<file path="config.mk">
export PLATFORM = sky130hd
export DESIGN_NAME = sram_access_scheduler
export DESIGN_NICKNAME = d
export VERILOG_FILES = /design/src/rtl/sram_access_scheduler_pkg.sv /design/src/rtl/sram_access_scheduler_prio_arbiter.sv /design/src/rtl/sram_access_scheduler.sv
export SDC_FILE = /design/constraint.sdc
export NUM_CORES = 1
export LEC_CHECK = 0
export CELL_PAD_IN_SITES_DETAIL_PLACEMENT = 0
export CELL_PAD_IN_SITES_GLOBAL_PLACEMENT = 1
export CORE_ASPECT_RATIO = 0.8
export CORE_MARGIN = 2
export CORE_UTILIZATION = 25
export DETAILED_ROUTE_END_ITERATION = 8
export GPL_ROUTABILITY_DRIVEN = 1
export GPL_TIMING_DRIVEN = 0
export PLACE_DENSITY = 0.79
export SYNTH_ARGS = -nofsm -noshare
export SYNTH_HDL_FRONTEND = slang
export SYNTH_SLANG_ARGS = --single-unit
</file>
<file path="constraint.sdc">
create_clock -name clk -period 3.6 [get_ports clk]
set_clock_uncertainty 0.15 [all_clocks]
set_input_delay 0.72 -clock clk [delete_from_list [all_inputs] [get_ports clk]]
set_output_delay 0.72 -clock clk [all_outputs]
set_load 0.02 [all_outputs]
</file>
<file path="src/rtl/sram_access_scheduler_pkg.sv">
// Shared definitions for the SRAM access scheduler: FSM states, requester
// identities and default timing constants.
package sram_access_scheduler_pkg;

    localparam int unsigned DEF_AW           = 19;
    localparam int unsigned DEF_DW           = 8;
    localparam int unsigned DEF_RD_CYCLES    = 2;
    localparam int unsigned DEF_WE_CYCLES    = 2;
    localparam int unsigned DEF_STARVE_LIMIT = 8;

    // Bit positions of each requester in the one-hot grant vector
    localparam int unsigned IDX_VID = 0;
    localparam int unsigned IDX_CPU = 1;
    localparam int unsigned IDX_LDR = 2;

    typedef enum logic [2:0] {
        ST_IDLE     = 3'd0,
        ST_RD       = 3'd1,
        ST_WR_SETUP = 3'd2,
        ST_WR_PULSE = 3'd3,
        ST_WR_HOLD  = 3'd4,
        ST_DONE     = 3'd5
    } state_e;

    typedef enum logic [1:0] {
        REQ_VID = 2'd0,
        REQ_CPU = 2'd1,
        REQ_LDR = 2'd2
    } req_id_e;

    function automatic int unsigned max_u(input int unsigned a, input int unsigned b);
        return (a > b) ? a : b;
    endfunction

endpackage

</file>
<file path="src/rtl/sram_access_scheduler_prio_arbiter.sv">
// Fixed-priority pick (video > CPU > loader) with a starvation counter that
// lets a long-waiting loader beat the CPU once. Grant is only produced while
// the scheduler reports IDLE.
module sram_prio_arbiter
    import sram_access_scheduler_pkg::*;
#(
    parameter int unsigned STARVE_LIMIT = DEF_STARVE_LIMIT
) (
    input  logic       clk,
    input  logic       rst,
    input  logic       idle_i,
    input  logic       vid_req_i,
    input  logic       cpu_req_i,
    input  logic       ldr_req_i,
    output logic [2:0] grant_o
);

    localparam int unsigned SW = $clog2(STARVE_LIMIT + 1);

    logic [SW-1:0] starve_q, starve_d;
    logic          starved;

    assign starved = (starve_q == SW'(STARVE_LIMIT));

    // Priority pick; a starved loader jumps the CPU but never video
    always_comb begin
        grant_o = '0;
        if (idle_i) begin
            if (vid_req_i)                 grant_o[IDX_VID] = 1'b1;
            else if (ldr_req_i && starved) grant_o[IDX_LDR] = 1'b1;
            else if (cpu_req_i)            grant_o[IDX_CPU] = 1'b1;
            else if (ldr_req_i)            grant_o[IDX_LDR] = 1'b1;
        end
    end

    // Count losses of a waiting loader, saturating; clear when it wins or stops asking
    always_comb begin
        starve_d = starve_q;
        if (!ldr_req_i || grant_o[IDX_LDR]) begin
            starve_d = '0;
        end else if ((grant_o[IDX_VID] || grant_o[IDX_CPU]) && !starved) begin
            starve_d = starve_q + SW'(1);
        end
    end

    // Starvation counter register
    always_ff @(posedge clk or posedge rst) begin
        if (rst) starve_q <= '0;
        else     starve_q <= starve_d;
    end

endmodule

</file>
<file path="src/rtl/sram_access_scheduler.sv">
// Shares one asynchronous SRAM port between video, CPU and loader. Sequences
// address setup, read sampling and the write-enable pulse; all pin outputs
// come straight from flops so sram_we_n cannot glitch.
module sram_access_scheduler
    import sram_access_scheduler_pkg::*;
#(
    parameter int unsigned AW           = DEF_AW,
    parameter int unsigned DW           = DEF_DW,
    parameter int unsigned RD_CYCLES    = DEF_RD_CYCLES,
    parameter int unsigned WE_CYCLES    = DEF_WE_CYCLES,
    parameter int unsigned STARVE_LIMIT = DEF_STARVE_LIMIT
) (
    input  logic          clk,
    input  logic          rst,
    input  logic          vid_req,
    input  logic [AW-1:0] vid_addr,
    output logic          vid_ack,
    input  logic          cpu_req,
    input  logic          cpu_we,
    input  logic [AW-1:0] cpu_addr,
    input  logic [DW-1:0] cpu_wdata,
    output logic          cpu_ack,
    input  logic          ldr_req,
    input  logic          ldr_we,
    input  logic [AW-1:0] ldr_addr,
    input  logic [DW-1:0] ldr_wdata,
    output logic          ldr_ack,
    output logic [DW-1:0] rdata,
    output logic          busy,
    output logic [AW-1:0] sram_addr,
    output logic [DW-1:0] sram_dout,
    output logic          sram_doe,
    input  logic [DW-1:0] sram_din,
    output logic          sram_we_n
);

    localparam int unsigned MAXC = max_u(RD_CYCLES, WE_CYCLES);
    localparam int unsigned CW   = $clog2(MAXC + 1);

    state_e        state_q, state_d;
    logic [CW-1:0] cnt_q, cnt_d;
    req_id_e       id_q, id_d;
    logic [AW-1:0] addr_q, addr_d;
    logic [DW-1:0] dout_q, dout_d;
    logic [DW-1:0] rdata_q, rdata_d;
    logic          we_n_q, we_n_d;
    logic          doe_q, doe_d;
    logic [2:0]    ack_q, ack_d;
    logic [2:0]    grant;
    logic          granted, grant_we;
    logic          rd_last, wr_last;

    assign granted  = |grant;
    assign grant_we = (grant[IDX_CPU] & cpu_we) | (grant[IDX_LDR] & ldr_we);
    assign rd_last  = (cnt_q == CW'(RD_CYCLES - 1));
    assign wr_last  = (cnt_q == CW'(WE_CYCLES - 1));

    sram_prio_arbiter #(
        .STARVE_LIMIT (STARVE_LIMIT)
    ) u_arb (
        .clk       (clk),
        .rst       (rst),
        .idle_i    (state_q == ST_IDLE),
        .vid_req_i (vid_req),
        .cpu_req_i (cpu_req),
        .ldr_req_i (ldr_req),
        .grant_o   (grant)
    );

    // State and cycle-counter register
    always_ff @(posedge clk or posedge rst) begin
        if (rst) begin
            state_q <= ST_IDLE;
            cnt_q   <= '0;
        end else begin
            state_q <= state_d;
            cnt_q   <= cnt_d;
        end
    end

    // Next-state sequencing of read and write accesses
    always_comb begin
        state_d = state_q;
        cnt_d   = cnt_q;
        case (state_q)
            ST_IDLE: begin
                if (granted) begin
                    cnt_d   = '0;
                    state_d = grant_we ? ST_WR_SETUP : ST_RD;
                end
            end
            ST_RD: begin
                if (rd_last) state_d = ST_DONE;
                else         cnt_d   = cnt_q + CW'(1);
            end
            ST_WR_SETUP: begin
                cnt_d   = '0;
                state_d = ST_WR_PULSE;
            end
            ST_WR_PULSE: begin
                if (wr_last) state_d = ST_WR_HOLD;
                else         cnt_d   = cnt_q + CW'(1);
            end
            ST_WR_HOLD: state_d = ST_DONE;
            ST_DONE:    state_d = ST_IDLE;
            default:    state_d = ST_IDLE;
        endcase
    end

    // Pin and latch next values; pins are decoded from the next state so they settle on the flop edge
    always_comb begin
        we_n_d  = (state_d != ST_WR_PULSE);
        doe_d   = (state_d inside {ST_WR_SETUP, ST_WR_PULSE, ST_WR_HOLD});
        ack_d   = '0;
        id_d    = id_q;
        addr_d  = addr_q;
        dout_d  = dout_q;
        rdata_d = rdata_q;
        if (state_d == ST_DONE) begin
            case (id_q)
                REQ_VID: ack_d[IDX_VID] = 1'b1;
                REQ_CPU: ack_d[IDX_CPU] = 1'b1;
                REQ_LDR: ack_d[IDX_LDR] = 1'b1;
                default: ack_d = '0;
            endcase
        end
        if (state_q == ST_IDLE && granted) begin
            if (grant[IDX_VID]) begin
                id_d   = REQ_VID;
                addr_d = vid_addr;
            end else if (grant[IDX_CPU]) begin
                id_d   = REQ_CPU;
                addr_d = cpu_addr;
                if (cpu_we) dout_d = cpu_wdata;
            end else begin
                id_d   = REQ_LDR;
                addr_d = ldr_addr;
                if (ldr_we) dout_d = ldr_wdata;
            end
        end
        if (state_q == ST_RD && rd_last) rdata_d = sram_din;
    end

    // Registered outputs and grant latches
    always_ff @(posedge clk or posedge rst) begin
        if (rst) begin
            id_q    <= REQ_VID;
            addr_q  <= '0;
            dout_q  <= '0;
            rdata_q <= '0;
            we_n_q  <= 1'b1;
            doe_q   <= 1'b0;
            ack_q   <= '0;
        end else begin
            id_q    <= id_d;
            addr_q  <= addr_d;
            dout_q  <= dout_d;
            rdata_q <= rdata_d;
            we_n_q  <= we_n_d;
            doe_q   <= doe_d;
            ack_q   <= ack_d;
        end
    end

    assign vid_ack   = ack_q[IDX_VID];
    assign cpu_ack   = ack_q[IDX_CPU];
    assign ldr_ack   = ack_q[IDX_LDR];
    assign rdata     = rdata_q;
    assign busy      = (state_q != ST_IDLE);
    assign sram_addr = addr_q;
    assign sram_dout = dout_q;
    assign sram_doe  = doe_q;
    assign sram_we_n = we_n_q;

endmodule
</file>
Word level (Yosys, flattened, before mapping) --
Cells that the tools add are included.
Operators by class: reductions and logical operators 19, bitwise gates (word level) 4, add/subtract/negate cells 2, equality and inequality tests 16, mux-type cells 29
Operators by type and width (count):
- $mux 19 | 2
- $mux 8 | 3
- $mux 3 | 5
- $pmux 3 s5 | 1
- $eq 3x2->1 const B | 4
- $mux 2 | 6
- $eq 3x3->1 const B | 3
- $mux 1 | 9
- $reduce_bool 3->1 | 3
- $mux 4 | 2
- $ne 2x2->1 const B | 3
- $pmux 2 s3 | 1
- $add 4x1->4 const B | 1
- $eq 2x1->1 const B | 2
- $eq 4x4->1 const B | 1
- $logic_and 1x1->1 | 4
- $reduce_and 4->1 | 1
- $reduce_bool 2->1 | 2
- $eq 3x1->1 const B | 1
- $logic_not 3->1 | 1
- $ne 3x2->1 const B | 1
- $reduce_and 3->1 | 1
- $reduce_or 3->1 | 1
- $add 2x1->2 const B | 1
- 8 further kinds | 11
Word-level totals: input bits 88, register bits 51

Depth between registers and ports, before layout --
Gate-level depths: netlist of run 1.
depth after elaboration 12, gate-level depth with buffers 8, depth with buffers taken out 6

By module --
Synthesis of run 1 repeated with hierarchy kept, for this count alone.
Second synthesis, totals: cells, all modules 232, area total of the unflattened synthesis 2621.3 µm²
Modules (own cells, without submodules):
- sram_access_scheduler | cells an instance 199, area an instance 2329.7 µm², sequential area each 1177.4 µm², times used 1
- sram_prio_arbiter | cells an instance 33, area an instance 291.5 µm², sequential area each 100.1 µm², times used 1

Worst setup path after synthesis of run 1 --
OpenSTA, ideal clock, no wires.
path type input port to flip-flop, from in cpu_req, to reg dout_q[0], in the netlist sram_dout[0], setup slack 1162 ps, data required time 3325 ps, setup time 125 ps, arrival 2163 ps, cell stages on the path 6, path through clkbuf_1 nor2b_1 nand3_2 buf_2 mux2_2 mux2_2
On the way: longest elaborated chain between the ends 7, elaborated cells between the ends (all ways) 12, classes of those cells 1 x eq/ne; 7 x mux; 4 x reduce/logical
RTL lines:
- from (decl) | RTL line sram_access_scheduler.sv:18 | input logic cpu_req,
- $mux 1 | RTL line sram_access_scheduler_prio_arbiter.sv:31 | else if (cpu_req_i) grant_o[IDX_CPU] = 1'b1;
- $mux 1 | RTL line sram_access_scheduler_prio_arbiter.sv:30 | else if (ldr_req_i && starved) grant_o[IDX_LDR] = 1'b1;
- $mux 2 (*) | RTL line sram_access_scheduler_prio_arbiter.sv:29 | if (vid_req_i) grant_o[IDX_VID] = 1'b1;
- $mux 3 (*) | RTL line sram_access_scheduler_prio_arbiter.sv:28 | if (idle_i) begin
- $reduce_or 3->1 | RTL line sram_access_scheduler.sv:53 | assign granted = |grant;
- $logic_and 1x1->1 | RTL line sram_access_scheduler.sv:127 | if (state_q == ST_IDLE && granted) begin
- $reduce_and 4->1 (no line)
- to (signal assigned) | RTL line sram_access_scheduler.sv:157 | dout_q <= dout_d;
- to (decl) | RTL line sram_access_scheduler.sv:44 | logic [DW-1:0] dout_q, dout_d;
Every way passes the cells marked *; elsewhere a longest branch is shown, timed or not. A chain may end at the register's enable or synchronous reset.

Worst setup path in the final report of run 1 --
from in ldr_req, to reg addr_q[18], in the netlist sram_addr[18]
On the way: longest elaborated chain between the ends 7, elaborated cells between the ends (all ways) 11, classes of those cells 8 x mux; 3 x reduce/logical
RTL lines:
- from (decl) | RTL line sram_access_scheduler.sv:23 | input logic ldr_req,
- $mux 1 | RTL line sram_access_scheduler_prio_arbiter.sv:32 | else if (ldr_req_i) grant_o[IDX_LDR] = 1'b1;
- $mux 1 | RTL line sram_access_scheduler_prio_arbiter.sv:31
- $mux 1 | RTL line sram_access_scheduler_prio_arbiter.sv:30
- $mux 2 (*) | RTL line sram_access_scheduler_prio_arbiter.sv:29
- $mux 3 (*) | RTL line sram_access_scheduler_prio_arbiter.sv:28
- $reduce_or 3->1 | RTL line sram_access_scheduler.sv:53
- $logic_and 1x1->1 | RTL line sram_access_scheduler.sv:127
- to (signal assigned) | RTL line sram_access_scheduler.sv:156 | addr_q <= addr_d;
- to (decl) | RTL line sram_access_scheduler.sv:43 | logic [AW-1:0] addr_q, addr_d;
Marks and branches as above.

==> results.txt, run 1 <==
----------------------------------------------------
[Flow run]
  Total of max-cap violations ... 0

[Run status]
  Run status ... finished, final reports clean

[Global routing]
  Antenna violations before repair ... 0
  Total gr overflow ... 0
  Vias in the first global route ... 2,346
  Largest net degree at the start of global routing ... 32
  Total global-route track usage ... 13.5%
  Global-route wire length before repair ... roughly 11,000 µm

[Yosys]
  Async set-or-reset flop fraction in the synthesized netlist ... 100%
  Mapped cell area ... 0.00253 mm²
  Netlist cell types ... 45
  Largest area contributor in the netlist ... sky130_fd_sc_hd__dfrtp_1
  Synth area leaders ... sky130_fd_sc_hd__dfrtp_1, sky130_fd_sc_hd__mux2_2, sky130_fd_sc_hd__mux2i_1
  Number of nets in the synthesized netlist ... 312
  Cells after synthesis ... 221
  Mean instance size in the synthesized netlist ... 11.4 µm²
  Most used flip-flop cell after synthesis ... sky130_fd_sc_hd__dfrtp_1
  Number of flops mapped to enable cells by yosys ... 0
  Synthesized flop and latch total ... 51
  Sequential element share of the synthesized area ... ~50%
  Synth top area share ... 49.5%
  Yosys synthesis warning count ... 0

[Clock network]
  Clock buffer count from CTS ... 5
  Clock-pin slew of the registers on the worst-case setup and hold paths ... 0.07 ns
  Buffer count from post-CTS setup fixing ... 0
  Total clock sinks ... 51
  Max clock buf depth ... 2
  # H-tree levels ... 2
  CTS Root Cell ... sky130_fd_sc_hd__clkbuf_16
  Hold buffer count at cts ... 0
  Clock latency on the worst-skew pair ... 0.29 ns
  Resized Gates After CTS ... 0
  TritonCTS clock tree ... built

[Timing]
  Final count of negative-setup-slack endpoints ... 0
  Time the final worst path needs with I/O delays and setup ... 2.90 ns
  Hold Vio Cnt, Final ... 0
  Worst max-slew margin expressed relative to the limit ... around half
  Final worst-path cycle share ... 80.4%
  Worst setup slack after layout ... 0.704 ns
  Final count of pins violating max slew ... 0
  Setup repair after global routing missed its margin ... no
  Worst-margin pin slew ... 0.721 ns
  Max Clk Rate ... between 300 and 400 MHz
  Setup TNS ... 0 ns

[Floorplan]
  Area inside the core boundary ... between 0.009 and 0.01 mm²
  Y dimension of the die ... roughly 94 µm
  Row Count ... 32
  IO Pins ... 129
  X dimension of the die ... around 120 µm
  Initial core utilization ... 26.0%
  Floorplan die area ... ~0.011 mm²

[Finish]
  Diode insertion count for antenna repair ... 0
  Number of standard cells in the final layout excluding fillers ... 493
  Layout filler cell count ... between 900 and 1k
  Fraction of the core area covered by cells at the end of the flow ... a little over two fifths
  Fraction of layout cells with a size suffix above 1 ... 12.9%
  Layout Nets ... about 450
  Area Overhead vs Synth ... 63.9%

[Placement]
  Setup slack at placement ... 0.371 ns
  Number of port buffers ... 127
  RD Place Congestion ... 0.767
  HPWL reported at the end of detailed placement ... between 5000 and 6000 µm
  Post-placement cell count ... around 490

[Critical path]
  CP max stage delay ... 0.58 ns
  Max FO, Critical Path ... 10
  Critical path capture point type ... register
  WP depth ... 7
  CP Cell Sequence ... clkdlybuf4s50_1 > nand4b_1 > nand3_2 > buf_2 > buf_2 > mux2i_1 > o21ai_0
  Worst path slowest cell ... sky130_fd_sc_hd__clkdlybuf4s50_1
  Nature of the critical path startpoint ... primary input
  Buffer and inverter count on the worst path ... 3
  Crit Path Class ... in2reg
  CP arrival ... 2.90 ns
  Length in cells of the worst reg-to-reg path ... 7
  Kind of cell adding the most delay to the critical path ... buffers and inverters
  WP data required ... 3.61 ns
  Most repeated library cell on the critical path ... sky130_fd_sc_hd__buf_2

[Power and ir drop]
  Leakage power summed over all cells ... between 0.0015 and 0.002 µW
  Ratio of total power to cell area ... 743 mW/mm²
  Highest ir drop seen on vdd ... 0.000296 V

[Hold path]
  Number of cells on the worst hold path ... 1
  Worst hold path class ... reg2reg

[Route]
  Number of iterations in the first detailed-routing pass ... 4
  Vias after detailed routing ... around 2.3k
  Post-route DRC ... 0
  Total length of routed wires ... 7390 µm
  Iteration-0 DRC Markers ... 78
  ANT nets after route ... 0
  Routed via count divided by cell count ... 4.58
  Wire length per cell after detailed routing ... 15.0 µm

----------------------------------------------------
-- area by class of cell --
type / instances / area (µm²) / share of cell area, %
Buffer: 13 / 65.1 / 1.57
Tap cell: 136 / 170 / 4.11
Clock inverter: 3 / 22.5 / 0.543
Multi-Input combinational cell: 150 / 1160 / 27.9
Sequential cell: 51 / 1280 / 30.8
Inverter: 7 / 28.8 / 0.694
Timing Repair Buffer: 128 / 1300 / 31.3
Clock buffer: 5 / 125 / 3.02
-- cell families after synthesis --
logic type | after synthesis | share of synthesized area (%)
xor gates and xnor gates | 2 | 0.693
buffers and inverters | 20 | 3.71
DFF | 51 | 50.5
AOI/OAI and AO/OA | 62 | 16.5
adders and majority gates | 3 | 1.48
muxes | 43 | 18.2
and+or+nand+nor | 40 | 8.86
-- placed cells by master (no fill, tap or decap), types with 2 or more instances in the layout --
| master | instances |
|---|---|
| sky130_fd_sc_hd__dfrtp_1 | 50 |
| sky130_fd_sc_hd__a21oi_1 | 7 |
| sky130_fd_sc_hd__xnor2_1 | 2 |
| sky130_fd_sc_hd__mux2_2 | 23 |
| sky130_fd_sc_hd__nand2b_1 | 2 |
| sky130_fd_sc_hd__a31oi_1 | 3 |
| sky130_fd_sc_hd__clkbuf_16 | 5 |
| sky130_fd_sc_hd__clkbuf_1 | 7 |
| sky130_fd_sc_hd__and2_1 | 2 |
| sky130_fd_sc_hd__buf_2 | 4 |
| sky130_fd_sc_hd__mux2i_1 | 19 |
| sky130_fd_sc_hd__a221oi_1 | 4 |
| sky130_fd_sc_hd__nor3_1 | 3 |
| sky130_fd_sc_hd__nand2_1 | 7 |
| sky130_fd_sc_hd__inv_1 | 5 |
| sky130_fd_sc_hd__nand3_1 | 5 |
| sky130_fd_sc_hd__nor3b_1 | 2 |
| sky130_fd_sc_hd__clkdlybuf4s50_1 | 127 |
| sky130_fd_sc_hd__ha_1 | 3 |
| sky130_fd_sc_hd__o21ai_0 | 21 |
| sky130_fd_sc_hd__nor2_1 | 10 |
| sky130_fd_sc_hd__a22oi_1 | 16 |
-- metal layers --
| layer | share of wire (%) | GRT usage [%] | wire (µm) |
|---|---|---|---|
| met1 | 46 | 18.2 | 3380 |
| met2 | 45 | 20.3 | 3310 |
| met3 | 8.8 | 5.03 | 647 |
| met4 | 0.73 | 3.57 | 54 |
| met5 | 0 | 0 | 0 |
-- through the flow --
step,instance area (µm²),power (µW),hold slack (ns)
finish,4150,3080,0.351
global route,4150,3310,0.369
CTS,4150,3140,0.356
detailed placement,4000,2630,0.330
global placement,3970,2580,0.322
floorplan,2530,1900,0.295
-- registers in the layout, summed over array words and instances (netlist names) --
register        count
sram_doe            1
sram_we_n           1
sram_dout           8
sram_addr          19
id_q                2
cnt_q               2
rdata               8
ack_q               3
u_arb.starve_q      4
state_q             3
-- path summary, 6_finish.rpt --
path | from | to | slack, ns
setup reg to reg | state_q[0] | sram_dout[5] | 1.05
max in group asynchronous | rst | sram_we_n | 1.96
hold reg to reg | sram_dout[1] | sram_dout[1] | 0.35
hold / removal | sram_dout[1] | sram_dout[1] | 0.35
min in group asynchronous | rst | ack_q[0] | 0.71
setup / recovery | ldr_req | sram_addr[18] | 0.70
-- report_power, final --
part	internal (µW)	switching, µW	leakage, µW	total [µW]
logic	811	817	0.00105	1630
registers	835	135	0.000629	970
clock network	261	221	0.0000742	481
total	1910	1170	0.00175	3080
-- cell usage after synthesis (3+ instances only) --
| library cell | instances |
|---|---|
| sky130_fd_sc_hd__clkbuf_1 | 7 |
| sky130_fd_sc_hd__nor3_1 | 3 |
| sky130_fd_sc_hd__o21ai_0 | 21 |
| sky130_fd_sc_hd__a22oi_1 | 16 |
| sky130_fd_sc_hd__mux2_2 | 23 |
| sky130_fd_sc_hd__inv_1 | 6 |
| sky130_fd_sc_hd__nand2_1 | 7 |
| sky130_fd_sc_hd__nor2_1 | 10 |
| sky130_fd_sc_hd__a31oi_1 | 3 |
| sky130_fd_sc_hd__buf_2 | 4 |
| sky130_fd_sc_hd__ha_1 | 3 |
| sky130_fd_sc_hd__mux2i_1 | 19 |
| sky130_fd_sc_hd__a221oi_1 | 4 |
| sky130_fd_sc_hd__dfrtp_1 | 50 |
| sky130_fd_sc_hd__a21oi_1 | 7 |
| sky130_fd_sc_hd__nand3_1 | 5 |
Note: power is estimated with default switching activity, not from simulation.
==> run 2, diff against run 1 <==
- PLACE_DENSITY: 0.79 -> 0.81
- clock period: 3.6 -> 2.45 ns (I/O delays scaled with it)
==> run 2 against run 1 <==
  * Highest routed layer unchanged
  * Total power rose by 50%
  * Critical path type is now reg2out
  * Combinational power up 52%
  * Largest cell class unchanged
  * Sequential share of layout area decreased by 0.60 points
  * Global-route usage shrank 0.32 points
  * Setup slack lost 0.61 ns
  * Register-to-register slack got worse by 0.91 ns
==> results.txt, run 2 (same netlist as run 1, synthesis figures left out) <==
----------------------------------------------------
[Global routing]
  Vias in the first global route ... 2,305 (-1.7%)
  Antenna violations before repair ... 0 (unchanged)
  Total global-route track usage ... 13.2% (-0.32 points)
  Largest net degree at the start of global routing ... 29 (-9.4%)
  Total gr overflow ... 0 (unchanged)
  Global-route wire length before repair ... 11,300 µm (-1.2%)

[Timing]
  Time the final worst path needs with I/O delays and setup ... 2.35 ns
  Final count of negative-setup-slack endpoints ... 0 (unchanged)
  Setup repair after global routing missed its margin ... no
  Final worst-path cycle share ... between 90% and 100%
  Worst max-slew margin expressed relative to the limit ... 56.9% (+5.0 points)
  Max Clk Rate ... about 420 MHz
  Final count of pins violating max slew ... 0 (unchanged)
  Hold Vio Cnt, Final ... 0 (unchanged)
  Setup TNS ... 0 ns (unchanged)
  Final worst hold slack ... 0.341 ns (-0.0108 ns)
  Worst setup slack after layout ... 0.0970 ns (-0.607 ns)
  Worst-margin pin slew ... 0.643 ns (-0.0780 ns)

[Clock network]
  Clock-pin slew of the registers on the worst-case setup and hold paths ... 0.07 ns (about the same)
  Clock latency on the worst-skew pair ... 0.29 ns (about the same)
  TritonCTS clock tree ... built
  Max clock buf depth ... 2 (unchanged)
  CTS Root Cell ... sky130_fd_sc_hd__clkbuf_16
  # H-tree levels ... 2 (unchanged)
  Clock buffer count from CTS ... 5 (unchanged)
  Total clock sinks ... 51 (unchanged)

[Critical path]
  CP Cell Sequence ... buf_4 > nor3_4 > inv_4 > clkdlybuf4s50_1
  CP arrival ... 1.71 ns (-1.19 ns)
  Critical path capture point type ... primary output
  Worst path slowest cell ... sky130_fd_sc_hd__clkdlybuf4s50_1
  Max FO, Critical Path ... 10 (unchanged)
  WP data required ... 1.81 ns (-1.80 ns)
  Length in cells of the worst reg-to-reg path ... 8 (+1)
  Nature of the critical path startpoint ... register
  Kind of cell adding the most delay to the critical path ... buffers and inverters
  WP depth ... 4 (-3)
  CP max stage delay ... 0.55 ns (-0.03 ns)
  Crit Path Class ... reg2out
  Buffer and inverter count on the worst path ... 3 (unchanged)

[Floorplan]
  Y dimension of the die ... 94.0 µm (unchanged)
  Row Count ... 32 (unchanged)
  Initial core utilization ... 26.0% (unchanged)
  Area inside the core boundary ... 0.00973 mm² (unchanged)
  Floorplan die area ... 0.0109 mm² (unchanged)
  IO Pins ... 129 (unchanged)
  X dimension of the die ... 116 µm (unchanged)

[Finish]
  Commonest cells after routing, fill and taps aside ... sky130_fd_sc_hd__clkdlybuf4s50_1, sky130_fd_sc_hd__dfrtp_1, sky130_fd_sc_hd__mux2_2, sky130_fd_sc_hd__o21ai_0, sky130_fd_sc_hd__mux2i_1
  Area Overhead vs Synth ... 67.2%
  Fraction of the core area covered by cells at the end of the flow ... 43.5% (+0.85 points)
  Number of flip-flops under the largest register name ... 19 (unchanged)
  Fraction of layout cells with a size suffix above 1 ... 15.9% (+3.0 points)
  Layout Nets ... 455 (+1.8%)
  Diode insertion count for antenna repair ... 0 (unchanged)
  Final std cell area, no fill ... 0.00423 mm² (+2.0%)
  Most frequent standard cell in the layout excluding fill and tap cells ... sky130_fd_sc_hd__clkdlybuf4s50_1

[Hold path]
  Worst hold path class ... reg2reg
  Number of cells on the worst hold path ... 1 (unchanged)

[Route]
  Total length of routed wires ... 7400 µm (+0.14%)
  Vias after detailed routing ... 2,281 (+0.97%)
  Number of iterations in the first detailed-routing pass ... 4 (unchanged)
  Post-route DRC ... 0 (unchanged)
  Iteration-0 DRC Markers ... 109 (+40%)
  Wire length per cell after detailed routing ... 14.8 µm (-1.5%)
  ANT nets after route ... 0 (unchanged)
  Routed via count divided by cell count ... 4.55 (-0.64%)

[Power and ir drop]
  Leakage power summed over all cells ... 0.00181 µW (+3.1%)
  Highest ir drop seen on vdd ... 0.000432 V (+46%)
  Ratio of total power to cell area ... 1090 mW/mm² (+47%)

[Run status]
  Run status ... finished, final reports clean

[Placement]
  Number of port buffers ... 127 (unchanged)
  HPWL reported at the end of detailed placement ... 5600 µm (-1.3%)
  RD Place Congestion ... 0.749 (-2.3%)
  Setup slack at placement ... -0.579 ns (-0.950 ns)
  Dpl cell area ... 0.00399 mm² (-0.19%)

[Flow run]
  Total of max-cap violations ... 0 (unchanged)

----------------------------------------------------
==> run 2: changes by cell type in the layout (fill, tap and decap cells not counted), moves of 2 or more <==
cell,before,now
sky130_fd_sc_hd__buf_12,0,2
sky130_fd_sc_hd__clkbuf_2,0,4
sky130_fd_sc_hd__buf_4,1,10
sky130_fd_sc_hd__buf_2,4,2
sky130_fd_sc_hd__clkbuf_1,7,3
==> run 2: layout make-up <==
| type | instances | area [µm²] |
|---|---|---|
| fillers | 951 | 5500 |
| repair buffers | 136 | 1360 |
| flip-flops and latches | 51 | 1280 |
| multi-input cells | 150 | 1160 |
| well taps | 136 | 170 |
| clock buffers | 5 | 125 |
| plain buffers | 13 | 75.1 |
| inverters | 7 | 28.8 |
| clock inverters | 3 | 22.5 |
==> run 2: what timing repair did <==
action | CTS | global route
gates resized for setup | 4 | 6
setup buffers | 6 | 2
setup endpoints to repair | 24 | 27
pin swaps | 2 | 2
hold buffers | 0 | 0
==> run 2: per-layer routing <==
| layer | routed length (µm) | part of all wire (%) | up-vias | global-route usage [%] |
|---|---|---|---|---|
| li1 | - | - | 1098 | - |
| met1 | 3300 | 45 | 1095 | 17.4 |
| met2 | 3460 | 47 | 81 | 21.3 |
| met3 | 574 | 7.8 | 7 | 3.87 |
| met4 | 63 | 0.85 | 0 | 3.17 |
| met5 | 0 | 0 | - | 0 |
==> run 2: path summary, 6_finish.rpt <==
kind / startpoint / endpoint / slack [ns]
worst min-delay path: sram_dout[1] / sram_dout[1] / 0.34
worst max register to register: state_q[0] / sram_dout[4] / 0.14
max in group asynchronous: rst / sram_we_n / 1.13
worst min register to register: sram_dout[1] / sram_dout[1] / 0.34
min in group asynchronous: rst / rdata[5] / 0.41
worst max-delay path: state_q[0] / busy / 0.1
==> run 2: power breakdown <==
group          switching (µW)  internal [µW]  total, µW
clock                     327            385        713
combinational            1220           1250       2470
sequential                202           1230       1430
==> run 2: stage by stage <==
| stage | total power (µW) | std cells |
|---|---|---|
| 2_1_floorplan | 2790 | 221 |
| 3_3_place_gp | 3800 | 484 |
| 3_5_place_dp | 3860 | 485 |
| 4_1_cts | 4680 | 499 |
| 5_1_grt | 4930 | 501 |
| 6_report | 4610 | 501 |
==> run 3, diff against run 2 <==
- SKIP_CTS_REPAIR_TIMING: not set -> 1
==> run 3 against run 2 <==
  * Cell count increased by 0.20%
  * Via count down 0.57%
  * Setup slack lost 0.011 ns
==> results.txt, run 3 (same netlist as run 1, synthesis figures left out) <==
----------------------------------------------------
[Run status]
  Run status ... finished, final reports clean

[Clock network]
  Clock latency on the worst-skew pair ... 0.29 ns (about the same)
  Clock buffer count from CTS ... 5 (unchanged)
  Total clock sinks ... 51 (unchanged)
  CTS Root Cell ... sky130_fd_sc_hd__clkbuf_16
  Max clock buf depth ... 2 (unchanged)
  TritonCTS clock tree ... built
  # H-tree levels ... 2 (unchanged)
  Clock-pin slew of the registers on the worst-case setup and hold paths ... 0.07 ns (about the same)

[Critical path]
  CP arrival ... 2.39 ns (+0.68 ns)
  Max FO, Critical Path ... 10 (unchanged)
  WP data required ... 2.48 ns (+0.67 ns)
  Critical path capture point type ... register
  Crit Path Class ... reg2reg
  Nature of the critical path startpoint ... register

[Floorplan]
  Y dimension of the die ... 94.0 µm (unchanged)
  Floorplan die area ... 0.0109 mm² (unchanged)
  X dimension of the die ... 116 µm (unchanged)
  Row Count ... 32 (unchanged)
  IO Pins ... 129 (unchanged)
  Initial core utilization ... 26.0% (unchanged)
  Area inside the core boundary ... 0.00973 mm² (unchanged)

[Global routing]
  Largest net degree at the start of global routing ... 29 (unchanged)
  Total gr overflow ... 0 (unchanged)
  Total global-route track usage ... 13.0% (-0.22 points)
  Antenna violations before repair ... 0 (unchanged)
  Global-route wire length before repair ... 11,100 µm (-1.6%)
  Vias in the first global route ... 2,282 (-1.0%)

[Timing]
  Worst-margin pin slew ... 0.643 ns (+0.000140 ns)
  Final count of negative-setup-slack endpoints ... 0 (unchanged)
  Worst max-slew margin expressed relative to the limit ... 56.9% (about the same)
  Hold Vio Cnt, Final ... 0 (unchanged)
  Time the final worst path needs with I/O delays and setup ... 2.36 ns (+0.0105 ns)
  Final worst-path cycle share ... 96.5% (+0.43 points)
  Max Clk Rate ... 423 MHz (-0.45%)
  Final count of pins violating max slew ... 0 (unchanged)

[Finish]
  Number of flip-flops under the largest register name ... 19 (unchanged)
  Storage element area ... 0.00128 mm² (unchanged)
  Area Overhead vs Synth ... 67.8%
  Layout Nets ... 456 (+0.22%)
  Commonest cells after routing, fill and taps aside ... sky130_fd_sc_hd__clkdlybuf4s50_1, sky130_fd_sc_hd__dfrtp_1, sky130_fd_sc_hd__mux2_2, sky130_fd_sc_hd__o21ai_0, sky130_fd_sc_hd__mux2i_1
  Area taken by multi-input logic gates ... 0.00116 mm² (unchanged)
  Fraction of layout cells with a size suffix above 1 ... 16.1% (+0.23 points)
  Most frequent standard cell in the layout excluding fill and tap cells ... sky130_fd_sc_hd__clkdlybuf4s50_1
  Diode insertion count for antenna repair ... 0 (unchanged)
  Number of standard cells in the final layout excluding fillers ... 502 (+0.20%)
  Layout filler cell count ... 948 (-0.32%)

[Power and ir drop]
  Highest ir drop seen on vdd ... 0.000432 V (+0.10%)
  Ratio of total power to cell area ... 1100 mW/mm² (+0.38%)
  Leakage power summed over all cells ... 0.00183 µW (+1.2%)
  Total power of the final layout ... 4650 µW (+0.74%)

[Flow run]
  Total of max-cap violations ... 0 (unchanged)

[Placement]
  Number of port buffers ... 127 (unchanged)
  RD Place Congestion ... 0.749 (unchanged)
  HPWL reported at the end of detailed placement ... 5600 µm (unchanged)
  Post-placement cell count ... 485 (unchanged)

[Route]
  Total length of routed wires ... 7320 µm (-1.0%)
  Iteration-0 DRC Markers ... 122 (+12%)
  Routed via count divided by cell count ... 4.52 (-0.77%)
  Wire length per cell after detailed routing ... 14.6 µm (-1.2%)
  Vias after detailed routing ... 2,268 (-0.57%)
  Number of iterations in the first detailed-routing pass ... 4 (unchanged)
  ANT nets after route ... 0 (unchanged)
  Post-route DRC ... 0 (unchanged)

[Hold path]
  Worst hold path class ... reg2reg

----------------------------------------------------
[run 3: cell types whose count changed in the layout (fill, tap and decap cells not counted)]
cell,before,now
sky130_fd_sc_hd__clkdlybuf4s50_1,127,125
sky130_fd_sc_hd__dlymetal6s2s_1,0,2
sky130_fd_sc_hd__clkbuf_4,0,1
sky130_fd_sc_hd__buf_2,2,1
sky130_fd_sc_hd__buf_4,10,11
[run 3: metrics by stage]
step           TNS, ns  hold slack, ns  setup slack [ns]  utilization, %  cell area, µm²
2_1_floorplan        0           0.295             0.146               -            2530
3_3_place_gp    -36.71           0.317            -0.542            40.8            3970
3_5_place_dp    -10.71           0.328            -0.579            41.0            3990
4_1_cts          -3.72           0.347            -0.278            42.5            4140
5_1_grt        -0.0801           0.370           -0.0204            43.6            4240
6_report             0           0.341            0.0865            43.6            4240
[run 3: area by class of cell]
class | instances | share of cell area [%]
clock buffers | 5 | 2.95
plain buffers | 13 | 1.83
inverters | 7 | 0.678
multi-input cells | 150 | 27.5
flip-flops and latches | 51 | 30.1
clock inverters | 3 | 0.531
repair buffers | 137 | 32.4
well taps | 136 | 4.01
[run 3: path summary, 6_finish.rpt]
path	slack (ns)	depth (start not counted)	startpoint	end
worst min-delay path	0.34	1	sram_dout[1]	sram_dout[1]
worst max-delay path	0.09	8	state_q[0]	sram_dout[4]
worst max register to register	0.09	8	state_q[0]	sram_dout[4]
worst min register to register	0.34	1	sram_dout[1]	sram_dout[1]
max in group asynchronous	1.13	3	rst	sram_we_n
min in group asynchronous	0.41	2	rst	rdata[5]
[run 3: layer usage]
layer	vias up	GRT usage, %	routed length, µm
li1	1103	-	-
met2	81	21.1	3460
met4	0	3.17	63
met3	7	4.06	594
met1	1077	16.8	3200
met5	-	0	0
[run 3: critical path, cell delays in order, from the launching register on]
cell and delay [ns]:
sky130_fd_sc_hd__dfrtp_1 0.36, sky130_fd_sc_hd__buf_4 0.17, sky130_fd_sc_hd__nor3_4 0.31, sky130_fd_sc_hd__inv_4 0.10, sky130_fd_sc_hd__or3_1 0.35, sky130_fd_sc_hd__buf_4 0.18, sky130_fd_sc_hd__a21oi_4 0.14, sky130_fd_sc_hd__buf_12 0.15
sky130_fd_sc_hd__mux2_2 0.33
[run 3: power breakdown]
| group | internal [µW] | switching (µW) |
|---|---|---|
| logic | 1280 | 1230 |
| clock network | 385 | 328 |
| registers | 1230 | 203 |
| total | 2890 | 1760 |
